`src/rtl/hermes_traffic_node.sv`:
```
`default_nettype none
// ============================================================================
// hermes_traffic_node : Hermes local-port packet injector plus checking sink
// Rev 1.0
// ============================================================================
module hermes_traffic_node #(
    parameter int FLIT_SIZE = 32,
    parameter int SRC_X     = 0,
    parameter int SRC_Y     = 0,
    parameter int TS_WIDTH  = 32,
    parameter int SEQ_WIDTH = 16
) (
    input  logic                   clk_i,
    input  logic                   rst_ni,
    input  logic                   cmd_valid_i,
    output logic                   cmd_ready_o,
    input  logic [TS_WIDTH-1:0]    cmd_time_i,
    input  logic [FLIT_SIZE/4-1:0] cmd_tgt_x_i,
    input  logic [FLIT_SIZE/4-1:0] cmd_tgt_y_i,
    input  logic [FLIT_SIZE-1:0]   cmd_size_i,
    output logic                   tx_o,
    output logic [FLIT_SIZE-1:0]   data_o,
    input  logic                   credit_i,
    input  logic                   rx_i,
    input  logic [FLIT_SIZE-1:0]   data_i,
    output logic                   credit_o,
    output logic                   rpt_valid_o,
    input  logic                   rpt_ready_i,
    output logic [FLIT_SIZE/2-1:0] rpt_src_o,
    output logic [FLIT_SIZE-1:0]   rpt_size_o,
    output logic [SEQ_WIDTH-1:0]   rpt_seq_o,
    output logic [TS_WIDTH-1:0]    rpt_latency_o,
    output logic [1:0]             rpt_err_o
);

    localparam int                   QW    = FLIT_SIZE / 4;
    localparam logic [QW-1:0]        MY_X  = QW'(SRC_X);
    localparam logic [QW-1:0]        MY_Y  = QW'(SRC_Y);
    localparam logic [FLIT_SIZE-1:0] TWO   = FLIT_SIZE'(2);
    localparam logic [FLIT_SIZE-1:0] THREE = FLIT_SIZE'(3);

    typedef enum logic [2:0] {I_IDLE, I_WAIT, I_HDR, I_SIZE, I_TS, I_SEQ, I_BODY} inj_state_t;
    typedef enum logic [2:0] {R_HDR, R_SIZE, R_TS, R_SEQ, R_BODY} snk_state_t;

    inj_state_t             inj_state, inj_next;
    snk_state_t             snk_state, snk_next;
    logic [TS_WIDTH-1:0]    timer, cmd_time, ts_cap, time_diff;
    logic [QW-1:0]          tgt_x, tgt_y;
    logic [FLIT_SIZE-1:0]   pkt_size, body_cnt;
    logic [SEQ_WIDTH-1:0]   seq_cnt;

    logic [FLIT_SIZE/2-1:0] rx_src;
    logic [FLIT_SIZE-1:0]   rx_size, rx_len, rx_cnt;
    logic [TS_WIDTH-1:0]    rx_lat;
    logic [SEQ_WIDTH-1:0]   rx_seq;
    logic                   rx_bad_tgt, rx_bad_pay, rx_xfer, body_bad, rpt_load;

    assign time_diff = timer - cmd_time;

    always_ff @(posedge clk_i or negedge rst_ni) begin
        if (!rst_ni) timer <= '0;
        else         timer <= timer + TS_WIDTH'(1);
    end

    // ---------------------------------------------------------------- injector
    always_ff @(posedge clk_i or negedge rst_ni) begin
        if (!rst_ni) begin
            inj_state <= I_IDLE;
            cmd_time  <= '0;
            tgt_x     <= '0;
            tgt_y     <= '0;
            pkt_size  <= '0;
            body_cnt  <= '0;
            ts_cap    <= '0;
            seq_cnt   <= '0;
        end else begin
            inj_state <= inj_next;
            if (inj_state == I_IDLE && cmd_valid_i) begin
                cmd_time <= cmd_time_i;
                tgt_x    <= cmd_tgt_x_i;
                tgt_y    <= cmd_tgt_y_i;
                pkt_size <= (cmd_size_i < TWO) ? TWO : cmd_size_i;
            end
            // Timestamp equals the timer value seen while TS is first presented,
            // so an unstalled loopback measures zero latency.
            if (inj_state == I_SIZE && credit_i)
                ts_cap <= timer + TS_WIDTH'(1);
            if (inj_state == I_SEQ && credit_i) begin
                seq_cnt  <= seq_cnt + SEQ_WIDTH'(1);
                body_cnt <= '0;
            end
            if (inj_state == I_BODY && credit_i)
                body_cnt <= body_cnt + FLIT_SIZE'(1);
        end
    end

    always_comb begin
        inj_next    = inj_state;
        cmd_ready_o = 1'b0;
        tx_o        = 1'b0;
        data_o      = '0;
        case (inj_state)
            I_IDLE: begin
                cmd_ready_o = 1'b1;
                if (cmd_valid_i) inj_next = I_WAIT;
            end
            I_WAIT: if (!time_diff[TS_WIDTH-1]) inj_next = I_HDR;
            I_HDR: begin
                tx_o   = 1'b1;
                data_o = {MY_X, MY_Y, tgt_x, tgt_y};
                if (credit_i) inj_next = I_SIZE;
            end
            I_SIZE: begin
                tx_o   = 1'b1;
                data_o = pkt_size;
                if (credit_i) inj_next = I_TS;
            end
            I_TS: begin
                tx_o   = 1'b1;
                data_o = FLIT_SIZE'(ts_cap);
                if (credit_i) inj_next = I_SEQ;
            end
            I_SEQ: begin
                tx_o   = 1'b1;
                data_o = FLIT_SIZE'(seq_cnt);
                if (credit_i) inj_next = (pkt_size == TWO) ? I_IDLE : I_BODY;
            end
            I_BODY: begin
                tx_o   = 1'b1;
                data_o = body_cnt;
                if (credit_i && body_cnt == pkt_size - THREE) inj_next = I_IDLE;
            end
            default: inj_next = I_IDLE;
        endcase
    end

    // -------------------------------------------------------------------- sink
    assign credit_o = !(rpt_valid_o && !rpt_ready_i);
    assign rx_xfer  = rx_i && credit_o;
    assign body_bad = (data_i != rx_cnt);

    always_comb begin
        snk_next = snk_state;
        rpt_load = 1'b0;
        if (rx_xfer) begin
            case (snk_state)
                R_HDR:  snk_next = R_SIZE;
                R_SIZE: snk_next = R_TS;
                R_TS:   snk_next = R_SEQ;
                R_SEQ: begin
                    snk_next = (rx_len == TWO) ? R_HDR : R_BODY;
                    rpt_load = (rx_len == TWO);
                end
                R_BODY: begin
                    if (rx_cnt == rx_len - THREE) begin
                        snk_next = R_HDR;
                        rpt_load = 1'b1;
                    end
                end
                default: snk_next = R_HDR;
            endcase
        end
    end

    always_ff @(posedge clk_i or negedge rst_ni) begin
        if (!rst_ni) begin
            snk_state     <= R_HDR;
            rx_src        <= '0;
            rx_size       <= '0;
            rx_len        <= '0;
            rx_cnt        <= '0;
            rx_lat        <= '0;
            rx_seq        <= '0;
            rx_bad_tgt    <= 1'b0;
            rx_bad_pay    <= 1'b0;
            rpt_valid_o   <= 1'b0;
            rpt_src_o     <= '0;
            rpt_size_o    <= '0;
            rpt_seq_o     <= '0;
            rpt_latency_o <= '0;
            rpt_err_o     <= '0;
        end else begin
            snk_state <= snk_next;
            if (rx_xfer) begin
                case (snk_state)
                    R_HDR: begin
                        rx_src     <= data_i[FLIT_SIZE-1:FLIT_SIZE/2];
                        rx_bad_tgt <= (data_i[FLIT_SIZE/2-1:0] != {MY_X, MY_Y});
                        rx_bad_pay <= 1'b0;
                    end
                    R_SIZE: begin
                        rx_size <= data_i;
                        rx_len  <= (data_i < TWO) ? TWO : data_i;
                    end
                    R_TS: rx_lat <= timer - data_i[TS_WIDTH-1:0];
                    R_SEQ: begin
                        rx_seq <= data_i[SEQ_WIDTH-1:0];
                        rx_cnt <= '0;
                    end
                    R_BODY: begin
                        rx_cnt <= rx_cnt + FLIT_SIZE'(1);
                        if (body_bad) rx_bad_pay <= 1'b1;
                    end
                    default: ;
                endcase
            end
            // A load can only coincide with a handshake, never with a stalled
            // report, because credit_o blocks the final flit in that case.
            if (rpt_load) begin
                rpt_valid_o   <= 1'b1;
                rpt_src_o     <= rx_src;
                rpt_size_o    <= rx_size;
                rpt_seq_o     <= (snk_state == R_SEQ) ? data_i[SEQ_WIDTH-1:0] : rx_seq;
                rpt_latency_o <= rx_lat;
                rpt_err_o     <= {rx_bad_tgt, rx_bad_pay | ((snk_state == R_BODY) && body_bad)};
            end else if (rpt_ready_i) begin
                rpt_valid_o <= 1'b0;
            end
        end
    end

endmodule
`default_nettype wire

```
`config.mk`:
```
export PLATFORM = sky130hd
export DESIGN_NAME = hermes_traffic_node
export DESIGN_NICKNAME = d
export VERILOG_FILES = /design/src/rtl/hermes_traffic_node.sv
export SDC_FILE = /design/constraint.sdc
export NUM_CORES = 1
export LEC_CHECK = 0
export BUFFER_PORTS_ARGS = -buffer_cell sky130_fd_sc_hd__buf_4
export CAP_MARGIN = 15
export CORE_MARGIN = 4
export CORE_UTILIZATION = 55
export DETAILED_ROUTE_END_ITERATION = 10
export PLACE_DENSITY = 0.75
export SLEW_MARGIN = 10
export SYNTH_ARGS = -nofsm -noshare
export SYNTH_HDL_FRONTEND = slang
export SYNTH_SLANG_ARGS = --single-unit
```
`constraint.sdc`:
```
create_clock -name clk_i -period 7.29 [get_ports clk_i]
set_input_delay 1.458 -clock clk_i [delete_from_list [all_inputs] [get_ports clk_i]]
set_output_delay 1.458 -clock clk_i [all_outputs]
set_load 0.01 [all_outputs]
```
# Word level (Yosys, flattened, before mapping)
# Cells that the tools add are included.
[word_totals]
inputBits = 118
mem_count = 0
regBits = 459
romBits = 0
output_inout_bits = 134
elab_cells = 112
mem_bits_rw = 0
latchBits = 0
[classes]
n_lt_le_gt_ge = 2
shifts = 0
div_mod_pow = 0
bitwise_logic = 1
n_mul = 0
n_addsub = 8
mux = 28
eq_ne = 24
n_reduce_logical = 25
[op_table]
columns = ["operator", "count"]
rows = [
  ["$pmux 32 s5", 1],
  ["$mux 32", 4],
  ["$add 32x1->32 const B", 3],
  ["$eq 32x2->1 const B", 2],
  ["$eq 32x32->1", 2],
  ["$lt 32x2->1 const B", 2],
  ["$pmux 32 s2", 1],
  ["$sub 32x2->32 const B", 2],
  ["$sub 32x32->32", 2],
  ["$ne 32x32->1", 1],
  ["$mux 3", 10],
  ["$pmux 3 s7", 1],
  ["$add 16x1->16 const B", 1],
  ["$mux 16", 1],
  ["$ne 2x2->1 const B", 8],
  ["$reduce_bool 16->1", 1],
  ["$pmux 3 s5", 1],
  ["$eq 3x2->1 const B", 4],
  ["$eq 3x3->1 const B", 4],
  ["$reduce_and 2->1", 5],
  ["$logic_and 1x1->1", 8],
  ["$reduce_bool 2->1", 4],
  ["$mux 1", 7],
  ["$reduce_and 7->1", 1],
  ["8 further kinds", 12],
]

# Logic depth before layout (Yosys ltp)
[logic_depth]
word_depth = 6
depth_mapped = 13
mapped_depth_nobuf = 12

# Least setup slack after synthesis
# No wires, ideal clock.
[synth_path]
kind = "in2reg"
start = "in data_i[6]"
end = "reg rx_lat[29]"
path_buffers = 0
required_time_ps = 7207
cell_stages = 10
arrival_ps = 3582
setup_time_ps = 83
setup_slack_ps = 3625
cell_sequence = "inv_1 -> ha_1 -> a21o_1 -> nor3_1 -> a211oi_1 -> a21oi_1 -> o311ai_0 -> a31oi_1 -> xor2_1 -> o21ai_0"
[synth_via]
elab_chain_cells = 1
[synth_rtl]
columns = ["element", "line_no", "text"]
rows = [
  ["start: declaration", "25", "input logic [FLIT_SIZE-1:0] data_i,"],
  ["$sub 32x32->32", "195", "R_TS: rx_lat <= timer - data_i[TS_WIDTH-1:0];"],
  ["end signal: assignment", "195", ""],
  ["end: declaration", "54", "logic [TS_WIDTH-1:0] rx_lat;"],
]
# No other way between the ends.
# A chain may end at the register's enable or synchronous reset.

# Final worst setup path
[layout_path]
start = "reg inj_state[2]"
end = "out data_o[7]"
[layout_via]
elab_chain_cells = 2
elab_cells_between_ends = 6
[layout_rtl]
columns = ["element", "line_no", "text"]
rows = [
  ["start: declaration", "45", "inj_state_t inj_state, inj_next;"],
  ["start signal: assignment", "77", "inj_state <= inj_next;"],
  ["$eq 3x3->1 or $eq 3x2->1 (tied branches)", "102", "case (inj_state)"],
  ["$pmux 32 s5 *", "102", ""],
  ["end: declaration", "22", "output logic [FLIT_SIZE-1:0] data_o,"],
]
# Every way passes the cells marked *; elsewhere a longest branch is shown, timed or not.

==> out/qor.yml <==
die_w_um: 218
status: "finished with violations"
fillCellCount: 3501
wirelength_um: 71000
ios: 252
clock_latency_ps: 590
ys_types: 69
holdBufCountCts: 0
syn-cell-area_um2: 24300
maxCapViolCount: 0
critPathKind: "flop to output port"
critPathMaxStageDelay_ps: 980
cts.sinks: 459
syn-num-nets: 2629
detailed_place_hpwl_um: 52700
place_inst: 3177
worst_setup_path_end_kind: "output port"
min_from: "rx_size[16]"
place_ws_ps: 2760
fp-row-count: 76
required_ps: 5830
cts_buffers: 49
grtUsageTotal_pct: 29.7
synthAdderAreaFrac_pct: 3.63
portBuffers: 251
synthSimpleGateAreaFrac_pct: 16.7
synth_compound_area_share_pct: 10.4
slew_headroom_pct: 22.4
async_flop_share_pct: 100
grt_pass1_vias: 19698
path_clk_slew_ps: 60
layout_common_cells: "dfrtp_1 (459), nand2_1 (389), buf_4 (266), mux2_2 (176), o21ai_0 (174)"
fmax_ghz: 0.197
via_per_inst: 5.97
layoutNonFillerInstCount: 3266
fin_crit_ps: 5070
rr_startpoint: "rx_len[3]"
slowest_stage: "nor2_1"
cts_tree: "yes"
clk_path_buf_depth: 3
crit_chain: "nand2b_1 > nor2_1 > a221o_1 > buf_4"
grt_max_degree: 167
firstDrtPassIters: 8
drt_iter0_markers: 1610
cts_setup_buffers: 0
fin_nets: 2831
synth_edf_count: 0
placed_area_um2: 26600
rsz0062_at_grt: "no"
overflow: 0
grt_pass1_wl_um: 112000
whs_ps: 472
h-tree-depth: 2
power.leakage_nw: 14.0
finalClockSkew_ps: 23.9
core_um2: 43400
worst_slew_pin_slew_ps: 1160
syn_avg_cell_area_um2: 9.96
worstSetupStartpoint: "inj_state[2]"
hold_viol_final: 0
cp-start-kind: "flop"
crit_fanout: 32
layout_setup_ws_ps: 2220
setup_tns_ps: 0
cts_resized: 0
synthMuxAreaShare_pct: 11.3
violations: "design-rule violations"
hold_path.class: "flop to flop"
ys.flop_type: "dfrtp_1"
final_area_um2: 28400
post_drt_wl_per_cell_um: 21.7
die_area_um2: 47600
irDropWorstVdd_uv: 253
synth_cells: 2441
via_count: 19512
cts-root-buf: "clkbuf_16"
initial_core_util_pct: 56.1
syn_to_final_growth_pct: 16.9
drc: 1
gp_congestion: 0.959
postSynthRegisterBits: 459
diodes: 0
final_common_cell: "dfrtp_1"
die_h_um: 218
finalCritPeriodShare_pct: 69.5
synth-xor-area-share_pct: 7.49
ys_warn_count: 0
setup_viol: 0
synth_seq_area_share_pct: 47.2
cp.arrival_ps: 3610
synth_top_family_by_area: "simple AND/OR/NAND/NOR gates"
antenna_found_initial: 3
slew_viol_final: 0
p_per_area_nw_per_um2: 264
drive_gt1_share_pct: 21.2
final_antenna_net_count: 0
-- kinds of logic (layout without fill, tap and decap cells) --
group           count (synthesis)  count (layout)
simple gates                  863             863
flops                         459             459
compound gates                399             399
mux                           244             244
xor+xnor                      208             208
buf+inv                       198             438
fa+ha+maj                      70              70
-- through the flow --
| stage | utilization [%] | total power [W] |
|---|---|---|
| after floorplan | - | 0.00420 |
| after global placement | 61.4 | 0.00472 |
| after detailed placement | 61.4 | 0.00479 |
| after CTS | 65.5 | 0.00753 |
| after global routing | 65.5 | 0.00784 |
| final | 65.5 | 0.00750 |
-- per-layer routing --
layer  global-route usage, %  wire length, µm  vias up
met5                       0               23        -
li1                        -                -     8996
met2                    49.8            34000      794
met1                    39.8            29700     9545
met4                    10.4             2570        4
met3                    4.21             4740      173
-- layout make-up --
cell class	count	area (µm²)	share of cell area (%)
Inverter	80	300	1.06
Timing Repair Buffer	269	2050	7.22
Clock buffer	67	1420	4.98
Clock inverter	22	353	1.24
Tap cell	585	732	2.58
Sequential cell	459	11500	40.4
Multi-Input combinational cell	1784	12100	42.5
-- registers in the layout, indices dropped and copies added, names as in the netlist, 2 cells and up --
signal / flops
rpt_latency_o: 32
snk_state: 3
seq_cnt: 16
rx_size: 32
inj_state: 3
ts_cap: 32
rpt_size_o: 32
rpt_seq_o: 16
cmd_time: 32
pkt_size: 32
rx_len: 32
rx_lat: 32
rx_src: 16
timer: 32
rpt_err_o: 2
rx_seq: 16
rpt_src_o: 16
tgt_x: 8
rx_cnt: 32
tgt_y: 8
body_cnt: 32
-- worst max-delay path, delay by kind of cell (launching register included) --
family	cells	cell delay, ps
AOI/OAI and AO/OA	1	320
DFF	1	950
and+or+nand+nor	2	1610
buffers and inverters	1	130
-- path summary, 6_finish.rpt --
check,to,slack [ps],depth (start not counted)
hold reg to reg,rx_size[16],470,2
min in group asynchronous,rpt_size_o[12],850,1
setup reg to reg,rpt_src_o[13],2970,10
hold / removal,rx_size[16],470,2
setup / recovery,data_o[7],2220,4
max in group asynchronous,pkt_size[14],5140,2
-- synth_stat cells, drive strengths merged (20+ instances only) --
library cell / count / share of area (%)
inv: 80 / 1.2
ha: 69 / 3.6
o21ai: 175 / 3.6
xnor2: 132 / 4.8
mux2: 195 / 9.3
xor2: 76 / 2.7
nand4: 49 / 1.3
nor3: 40 / 0.82
nor2: 145 / 2.2
buf: 20 / 0.45
mux2i: 49 / 2.0
dfrtp: 459 / 47
and3: 31 / 0.80
nand3: 73 / 1.5
clkbuf: 98 / 1.5
a221o: 20 / 0.82
a21oi: 63 / 1.3
nor4: 41 / 1.2
nand2b: 23 / 0.59
nand2: 389 / 6.0
a21o: 23 / 0.71
-- power by group --
group          internal, W  switching (W)  leakage [nW]  total (W)
Sequential         0.00283       0.000391          6.16    0.00322
Clock              0.00168        0.00105         0.874    0.00272
Combinational     0.000701       0.000860          7.00    0.00156
Power figures use the tool's default switching activity.
